`src/rtl/perf_pkg.sv`:
```
// Shared definitions for the performance-counter access bridge:
// default geometry, FSM state type and control-register bit layout.
package perf_pkg;

  localparam int          P_NUM_CTR   = 10;
  localparam logic [31:0] P_CTR_BASE  = 32'h0000_0000;
  localparam logic [31:0] P_CTRL_ADDR = 32'h0000_000F;

  localparam int SNAP_BIT   = 0;
  localparam int FREEZE_BIT = 1;
  localparam int CNT_LSB    = 16;

  typedef enum logic {
    IDLE,
    RESP
  } state_t;

endpackage

```
`src/rtl/perf_shadow_regs.sv`:
```
// Shadow copy of all counters, captured together so software
// sees one consistent set; indexed read port.
module perf_shadow_regs
  import perf_pkg::*;
#(
  parameter int NUM_CTR = P_NUM_CTR,
  parameter int IW      = 4
) (
  input  logic                  clk,
  input  logic                  reset,
  input  logic                  i_cap,
  input  logic [NUM_CTR*32-1:0] i_ctr,
  input  logic [IW-1:0]         i_idx,
  output logic [31:0]           o_data
);

  logic [31:0] r_shadow [NUM_CTR];

  // capture every counter slice on the same edge
  always_ff @(posedge clk) begin
    if (reset) begin
      for (int i = 0; i < NUM_CTR; i++)
        r_shadow[i] <= '0;
    end else if (i_cap) begin
      for (int i = 0; i < NUM_CTR; i++)
        r_shadow[i] <= i_ctr[32*i +: 32];
    end
  end

  // indexed read mux
  always_comb begin
    o_data = '0;
    for (int i = 0; i < NUM_CTR; i++)
      if (i_idx == IW'(i))
        o_data = r_shadow[i];
  end

endmodule

```
`src/rtl/perf_counter_bridge.sv`:
```
// MEM-stage bridge: serves counter/control reads in one cycle,
// forwards everything else to L1D. Option: PERF_CLEAR_ON_SNAPSHOT_EN.
module perf_counter_bridge
  import perf_pkg::*;
#(
  parameter int          NUM_CTR   = P_NUM_CTR,
  parameter logic [31:0] CTR_BASE  = P_CTR_BASE,
  parameter logic [31:0] CTRL_ADDR = P_CTRL_ADDR
) (
  input  logic                  clk,
  input  logic                  reset,
  input  logic                  cpu_read,
  input  logic                  cpu_write,
  input  logic [31:0]           cpu_address,
  input  logic [31:0]           cpu_wdata,
  output logic [31:0]           cpu_rdata,
  output logic                  cpu_resp,
  output logic                  l1d_read,
  output logic                  l1d_write,
  output logic [31:0]           l1d_address,
  output logic [31:0]           l1d_wdata,
  input  logic [31:0]           l1d_rdata,
  input  logic                  l1d_resp,
  input  logic [NUM_CTR*32-1:0] ctr_in,
  output logic                  ctr_clear,
  output logic                  snap_valid
);

  localparam int IW = (NUM_CTR > 1) ? $clog2(NUM_CTR) : 1;

  state_t      r_state;
  logic        r_resp;
  logic [31:0] r_word;
  logic        r_freeze;
  logic [15:0] r_snap_cnt;
  logic        r_snap_valid;

  logic [31:0]   w_off;
  logic          w_hit_ctr;
  logic          w_hit_ctrl;
  logic          w_perf;
  logic          w_req;
  logic          w_cap;
  logic [IW-1:0] w_idx;
  logic [31:0]   w_live;
  logic [31:0]   w_shadow;
  logic [31:0]   w_ctrl;
  logic [31:0]   w_word;

  assign w_off      = cpu_address - CTR_BASE;
  assign w_hit_ctr  = w_off < 32'(NUM_CTR);
  assign w_hit_ctrl = cpu_address == CTRL_ADDR;
  assign w_perf     = w_hit_ctr | w_hit_ctrl;
  assign w_req      = cpu_read | cpu_write;
  assign w_idx      = w_off[IW-1:0];

  assign w_cap = (r_state == IDLE) & cpu_write
               & w_hit_ctrl & cpu_wdata[SNAP_BIT];

  perf_shadow_regs #(
    .NUM_CTR (NUM_CTR),
    .IW      (IW)
  ) u_shadow (
    .clk    (clk),
    .reset  (reset),
    .i_cap  (w_cap),
    .i_ctr  (ctr_in),
    .i_idx  (w_idx),
    .o_data (w_shadow)
  );

  // live counter selected by the request index
  always_comb begin
    w_live = '0;
    for (int i = 0; i < NUM_CTR; i++)
      if (w_idx == IW'(i))
        w_live = ctr_in[32*i +: 32];
  end

  assign w_ctrl = (32'(r_snap_cnt) << CNT_LSB)
                | (32'(r_freeze) << FREEZE_BIT);

  // response word: control status or frozen/live counter
  always_comb begin
    w_word = '0;
    unique case (1'b1)
      w_hit_ctrl: w_word = w_ctrl;
      w_hit_ctr:  w_word = r_freeze ? w_shadow : w_live;
      default:    w_word = '0;
    endcase
  end

  assign l1d_read    = w_perf ? 1'b0  : cpu_read;
  assign l1d_write   = w_perf ? 1'b0  : cpu_write;
  assign l1d_address = w_perf ? 32'h0 : cpu_address;
  assign l1d_wdata   = w_perf ? 32'h0 : cpu_wdata;

  assign cpu_resp  = (r_state == RESP) ? r_resp
                   : (w_perf ? 1'b0 : l1d_resp);
  assign cpu_rdata = (r_state == RESP) ? r_word
                   : (w_perf ? 32'h0 : l1d_rdata);

  assign snap_valid = r_snap_valid;

`ifdef PERF_CLEAR_ON_SNAPSHOT_EN
  logic r_clear;
  assign ctr_clear = r_clear;
`else
  assign ctr_clear = 1'b0;
`endif

  // access FSM with control register updates
  always_ff @(posedge clk) begin
    if (reset) begin
      r_state      <= IDLE;
      r_resp       <= 1'b0;
      r_word       <= '0;
      r_freeze     <= 1'b0;
      r_snap_cnt   <= '0;
      r_snap_valid <= 1'b0;
`ifdef PERF_CLEAR_ON_SNAPSHOT_EN
      r_clear      <= 1'b0;
`endif
    end else begin
      r_resp <= 1'b0;
`ifdef PERF_CLEAR_ON_SNAPSHOT_EN
      r_clear <= 1'b0;
`endif
      unique case (r_state)
        IDLE: begin
          if (w_req & w_perf) begin
            r_state <= RESP;
            r_resp  <= 1'b1;
            r_word  <= w_word;
            if (cpu_write & w_hit_ctrl) begin
              r_freeze <= cpu_wdata[FREEZE_BIT];
              if (cpu_wdata[SNAP_BIT]) begin
                r_snap_cnt   <= r_snap_cnt + 16'd1;
                r_snap_valid <= 1'b1;
`ifdef PERF_CLEAR_ON_SNAPSHOT_EN
                r_clear      <= 1'b1;
`endif
              end
            end
          end
        end
        RESP: r_state <= IDLE;
      endcase
    end
  end

endmodule

```
`config.mk`:
```
export PLATFORM = sky130hd
export DESIGN_NAME = perf_counter_bridge
export DESIGN_NICKNAME = d
export VERILOG_FILES = /design/src/rtl/perf_pkg.sv /design/src/rtl/perf_shadow_regs.sv /design/src/rtl/perf_counter_bridge.sv
export SDC_FILE = /design/constraint.sdc
export NUM_CORES = 1
export LEC_CHECK = 0
export ABC_AREA = 1
export CORE_MARGIN = 2
export CORE_UTILIZATION = 35
export DETAILED_ROUTE_END_ITERATION = 10
export DONT_BUFFER_PORTS = 1
export PLACE_DENSITY = 0.51
export SLEW_MARGIN = 10
export SYNTH_ARGS = -nofsm -noshare
export SYNTH_HDL_FRONTEND = slang
export SYNTH_SLANG_ARGS = --single-unit
```
`constraint.sdc`:
```
create_clock -name clk -period 14.5 [get_ports clk]
set_clock_uncertainty 0.15 [all_clocks]
set_input_delay 3.625 -clock clk [delete_from_list [all_inputs] [get_ports clk]]
set_output_delay 3.625 -clock clk [all_outputs]
set_load 0.01 [all_outputs]
```
==> flow_metrics.env <==
export IMPL_synth_edf_count=320
export IMPL_synth_nets=3269
export IMPL_antenna_found_initial=8
export IMPL_hold_depth=2
export IMPL_io_buffers=0
export IMPL_slew_viol_final=0
export IMPL_drive_above_1_share=0.05348
export IMPL_dpl_cell_area_um2=21420
export IMPL_powerDensity_nw_per_um2=110.6
export IMPL_crit_family="simple AND/OR/NAND/NOR gates"
export IMPL_yosys_warnings=0
export IMPL_core_area_um2=59240
export IMPL_critPathKind="in -> out"
export IMPL_syn_area_um2=21050
export IMPL_p_leak_nw=10.23
export IMPL_worstMarginPinSlew_ps=1089
export IMPL_synth_cells=2847
export IMPL_die_h_um=249.3
export IMPL_cts_htree_levels=2
export IMPL_cts_buffer_depth=3
export IMPL_rows=89
export IMPL_num_vias=17410
export IMPL_cp_end_kind="output pin"
export IMPL_cts_sinks=371
export IMPL_remaining_drc_errors=0
export IMPL_finalHoldViolCount=0
export IMPL_synthToLayoutAreaGrowth_pct=9.045
export IMPL_peakVddDrop_mv=0.07675
export IMPL_slew_headroom=0.2738
export IMPL_max_stage_delay_ps=500
export IMPL_synth_seq_cells=371
export IMPL_cts_made_buffers=45
export IMPL_yosysMostFrequentCell="nand2_1"
export IMPL_ys_seq_area_frac=0.5049
export IMPL_hold_start="r_word[0]$_SDFFE_PP0P_"
export IMPL_gp_congestion=0.8785
export IMPL_dpl_hpwl_um=51700
export IMPL_multiInputGateArea_um2=7559
export IMPL_overflow=0
export IMPL_timing_rr_start="r_state$_SDFF_PP0_"
export IMPL_critPathMaxFanout=56
export IMPL_synth_top_area_share=0.4564
export IMPL_die_area_um2=62130
export IMPL_vias_per_cell=4.883
export IMPL_drt_initial_drc_count=1293
export IMPL_rsz0062_at_grt="false"
export IMPL_cts_tree="built"
export IMPL_clkTransAtPathRegs_ps=60
export IMPL_post_route_period_util=0.6800
export IMPL_drv_cap=0
export IMPL_setup_viol=0
export IMPL_post_cts_buffers=0
export IMPL_post_cts_resized=0
export IMPL_wirelength_um=72040
export IMPL_hp_class="reg -> reg"
export IMPL_grt_pass1_vias=17260
export IMPL_synth_top_flop_cell="edfxtp_1"
export IMPL_register_area_um2=10630
export IMPL_period_minus_slack_ps=9859
export IMPL_status="finished, final reports clean"
export IMPL_synth_avg_cell_area_um2=7.395
export IMPL_crit_chain="nand2_1, inv_2, nand3_1, nor2_1, nand4_1, o21ai_4, buf_4, inv_2, nand3_1, o21ai_0"
export IMPL_fin_nets=3171
export IMPL_crit_required_ps=10720
export IMPL_cp_slowest_cell="buf_4"
export IMPL_fill_cells=6255
export IMPL_reg2reg_to="u_shadow.r_shadow[0][18]$_SDFFCE_PN0P_"
export IMPL_grt_max_degree=139
export IMPL_async_flop_share=0
export IMPL_die_w_um=249.3
export IMPL_synth_area_top_cells="edfxtp_1 (46%), nand2_1 (13%), inv_1 (9.7%), nor2_1 (9.4%), dfxtp_1 (4.8%)"
export IMPL_io_pins=522
export IMPL_synthDistinctLibCells=30
export IMPL_dr_pass1_iters=6
export IMPL_drt_wirelength_per_cell_um=20.20
export IMPL_synth_common_cells="nand2_1 (736), inv_1 (544), nor2_1 (525)"
export IMPL_synth_largest_area_cell="edfxtp_1"
export IMPL_whs_endpoint="r_word[0]$_SDFFE_PP0P_"
export IMPL_timing_setup_tns_ps=0
export IMPL_ant_nets=0
export IMPL_timing_fmax_mhz=101.4
export IMPL_regToRegSetupSlack_ps=9860
export IMPL_start_util=0.3554
export IMPL_worst_setup_path_start_kind="primary input"
export IMPL_path_buf_inv=3
export IMPL_cts_hold_buffers=0
export IMPL_cp_data_arrival_time_ps=6080
export IMPL_grt_pass1_wl_um=106500
export IMPL_clk_insertion_delay_late_ps=580
export IMPL_track_usage=0.2274
export IMPL_cts_root_buffer="clkbuf_16"
export IMPL_fin_area_um2=22960
export IMPL_r2r_cells=5
[power by group]
| part | internal (mW) | total, mW | switching [mW] |
|---|---|---|---|
| clock | 0.693 | 1.16 | 0.462 |
| sequential | 1.20 | 1.21 | 0.0117 |
| combinational | 0.0416 | 0.170 | 0.128 |
| total | 1.94 | 2.54 | 0.601 |
[through the flow]
step	hold slack, ps	util	instances	worst slack, ps	power (mW)
6_report	311.4	0.3875	3566	4641	2.538
5_1_grt	328.5	0.3873	3561	4498	2.631
4_1_cts	312.7	0.3872	3559	4602	2.574
3_5_place_dp	304.4	0.3616	3475	4578	1.411
3_3_place_gp	303.4	0.3616	3475	4722	1.408
2_1_floorplan	295.6	-	2847	2553	1.363
[cells in the final DEF (no fill, tap or decap), drive strengths merged]
| cell type | Yosys | layout |
|---|---|---|
| dfxtp | 51 | 51 |
| o21ai | 85 | 85 |
| diode | 0 | 7 |
| nor4 | 2 | 2 |
| nor3b | 1 | 1 |
| a21oi | 81 | 81 |
| buf | 59 | 26 |
| clkbuf | 112 | 59 |
| conb | 1 | 1 |
| edfxtp | 320 | 320 |
| or2 | 32 | 32 |
| xor2 | 6 | 6 |
| nor3 | 9 | 9 |
| and3 | 1 | 1 |
| clkinv | 3 | 24 |
| bufinv | 0 | 3 |
| nand2 | 737 | 737 |
| nand3 | 143 | 143 |
| inv | 547 | 548 |
| ha | 1 | 1 |
| xnor2 | 4 | 4 |
| nor2 | 529 | 529 |
| nand4 | 122 | 122 |
| a211oi | 1 | 1 |
[tightest hold or removal path: stages (launching register included)]
cell	delay, ps
dfxtp_1	310
nand2_1	60
a21oi_1	50
[state kept, by name (all words and copies together), names as in the netlist]
register and cells:
r_freeze 1, u_shadow.r_shadow 320, r_word 32, snap_valid 1, r_state 1, r_snap_cnt 16
[cell type report]
cell class,instances,share of cell area
sequential,371,0.4630
multi-input combinational,1755,0.3292
tap,773,0.04213
antenna,7,0.0007630
clock buffer,59,0.05766
clock inverter,25,0.008393
timing repair buffer,26,0.008502
inverter,550,0.09026
[cells by family (layout without fill, tap and decap cells)]
kind of cell    count (synthesis)  count (layout)  synth area share
simple gates                 1576            1576            0.3101
buf+inv                       721             660            0.1403
flops                         371             371            0.5049
xor+xnor                       10              10          0.004160
fa+ha+maj                       1               1         0.0005942
other cells                     1               8         0.0001781
compound gates                167             167           0.03982
[per-layer routing]
metal  vias up  track usage  routed length [um]
met1      8156       0.2459               26270
met5         -            0                  27
met2       535       0.4211               37860
met4         4      0.07780                2181
met3       125      0.06625                5709
li1       8592            -                   -
[worst max path at each step]
stage | end | start | depth (start not counted) | slack, ps
floorplan | u_shadow.r_shadow[0][0]$_SDFFCE_PN0P_ | cpu_address[1] | 8 | 2550
global placement | cpu_rdata[18] | cpu_address[1] | 10 | 4720
detailed placement | cpu_rdata[16] | cpu_address[1] | 10 | 4580
CTS | cpu_rdata[16] | cpu_address[1] | 10 | 4600
global route | cpu_rdata[24] | cpu_address[1] | 10 | 4500
finish | cpu_rdata[18] | cpu_address[1] | 10 | 4640
No activity file was read; power rests on OpenSTA's default activity.
==> RTL edit: new RTL, config.mk and constraints unchanged <==
Register the outputs `cpu_rdata`, `cpu_resp`, `l1d_read`, `l1d_write`, `l1d_address` and `l1d_wdata`, with the module's reset; this adds one clock of latency there. The other outputs are not delayed to match.
--- a/src/rtl/perf_counter_bridge.sv
+++ b/src/rtl/perf_counter_bridge.sv
@@ -92,11 +92,20 @@
 
-  assign l1d_read    = w_perf ? 1'b0  : cpu_read;
-  assign l1d_write   = w_perf ? 1'b0  : cpu_write;
-  assign l1d_address = w_perf ? 32'h0 : cpu_address;
-  assign l1d_wdata   = w_perf ? 32'h0 : cpu_wdata;
+  always_ff @(posedge clk) begin
+    if (reset) begin
+      cpu_rdata   <= '0;
+      cpu_resp    <= '0;
+      l1d_read    <= '0;
+      l1d_write   <= '0;
+      l1d_address <= '0;
+      l1d_wdata   <= '0;
+    end else begin
+      cpu_rdata   <= (r_state == RESP) ? r_word : (w_perf ? 32'h0 : l1d_rdata);
+      cpu_resp    <= (r_state == RESP) ? r_resp : (w_perf ? 1'b0 : l1d_resp);
+      l1d_read    <= w_perf ? 1'b0  : cpu_read;
+      l1d_write   <= w_perf ? 1'b0  : cpu_write;
+      l1d_address <= w_perf ? 32'h0 : cpu_address;
+      l1d_wdata   <= w_perf ? 32'h0 : cpu_wdata;
+    end
+  end
 
-  assign cpu_resp  = (r_state == RESP) ? r_resp
-                   : (w_perf ? 1'b0 : l1d_resp);
-  assign cpu_rdata = (r_state == RESP) ? r_word
-                   : (w_perf ? 32'h0 : l1d_rdata);
 
Function: changed (a bounded check fails within 4 cycles, from zero or initial values and one cycle with reset high).
==> RTL edit against the original RTL <==
- synthesized area grew 11%
- sequential cell count up 99
- worst setup slack better by 3000 ps
- fmax increased by 44%
- total power grew 21%
- routed wire length up 8.7%
- design area increased by 11%
- first-iteration DRC count decreased by 14%
- largest cell class unchanged
- largest power group unchanged
- highest routed layer unchanged
==> RTL edit: results (changes against the original RTL) <==
{| class="wikitable"
! Metric !! Value
|-
| Net count after synthesis || 3,330 (+1.9%)
|-
| Run status || complete, no violations
|-
| TritonCTS buffer count || 56 (+24%)
|-
| Drt pass-1 iters || 5 (-1)
|-
| Via count || 18,200 (+4.4%)
|-
| Share of cells above drive strength 1 || 0.0769 (+0.0234)
|-
| Amount of wire on met2 after detailed routing || 41,400 um (+9.3%)
|-
| Antenna violations before repair || 10 (+2)
|-
| R2R setup slack || 10,750 ps (+890 ps)
|-
| Top fanout value on the critical path || 152 (+170%)
|-
| Post-placement cell count || 3,648 (+5.0%)
|-
| Sequential share of power || 0.495 (+0.017)
|-
| Xor and xnor fraction of the mapped netlist area || 0.00414 (-0.0000211)
|-
| Leading post-synthesis cells by instance count || nand2_1, inv_1, nor2_1
|-
| M3 GR Usage || 0.0719 (+0.00561)
|-
| Cells taking the most area after synthesis || edfxtp_1, dfxtp_1, nand2_1, inv_1, nor2_1
|-
| End point of the most critical hold path || r_word[12]$_SDFFE_PP0P_
|-
| Largest vdd supply drop || 0.0976 mV (+27%)
|-
| Initial DRC Count || 1,118 (-14%)
|-
| Number of distinct library cells after synthesis || 40 (+33%)
|-
| Capturing element of the worst setup path || u_shadow.r_shadow[0][32]$_SDFFCE_PN0P_
|-
| # fillers || 6,785 (+8.5%)
|-
| Later-pin clock latency in the skew report || 610 ps (+30 ps)
|-
| Grt met2 use || 0.420 (-0.00103)
|-
| Tot GR Track Use || 0.223 (-0.00445)
|-
| Number of non-filler instances in the completed layout || 3,753 (+5.2%)
|-
| Pleak || 11.3 nW (+11%)
|-
| Net count of the finished layout || 3,264 (+2.9%)
|-
| Adder-cell area share of the yosys netlist || 0.000538 (-0.0000568)
|-
| Worst hold margin || 312 ps (+0.612 ps)
|-
| Mean cell area of the mapped netlist || 8.00 um2 (+8.2%)
|-
| Post-route cell area || 0.0255 mm2 (+11%)
|-
| Smallest setup slack after layout || 7670 ps (+3030 ps)
|-
| Pin count of the biggest net entering global routing || 159 (+14%)
|}
-- RTL edit: cell types whose count changed in the layout (fill, tap and decap cells not counted), moves of 11 or more --
cell	delta
nor2_2	+48
a21oi_1	-19
nand4_1	-17
o21ai_0	+11
dfxtp_1	+99
o22ai_1	+18
nand2_1	-48
or2_2	-11
nor2_1	-39
-- RTL edit: final cells by class --
type / instances / area share
diodes: 1 / 0.0000981
inverters: 554 / 0.0819
multi-input cells: 1737 / 0.304
clock buffers: 81 / 0.0645
clock inverters: 23 / 0.00534
flip-flops and latches: 470 / 0.494
well taps: 864 / 0.0424
repair buffers: 23 / 0.00726
-- RTL edit: kinds of logic (layout without fill, tap and decap cells) --
family | count (synthesis) | after routing
flip-flops | 470 | 470
other | 1 | 2
buffers and inverters | 701 | 681
XOR/XNOR | 11 | 11
AND/OR/NAND/NOR | 1533 | 1533
AO/OA/AOI/OAI | 191 | 191
adder cells (fa/ha/maj) | 1 | 1
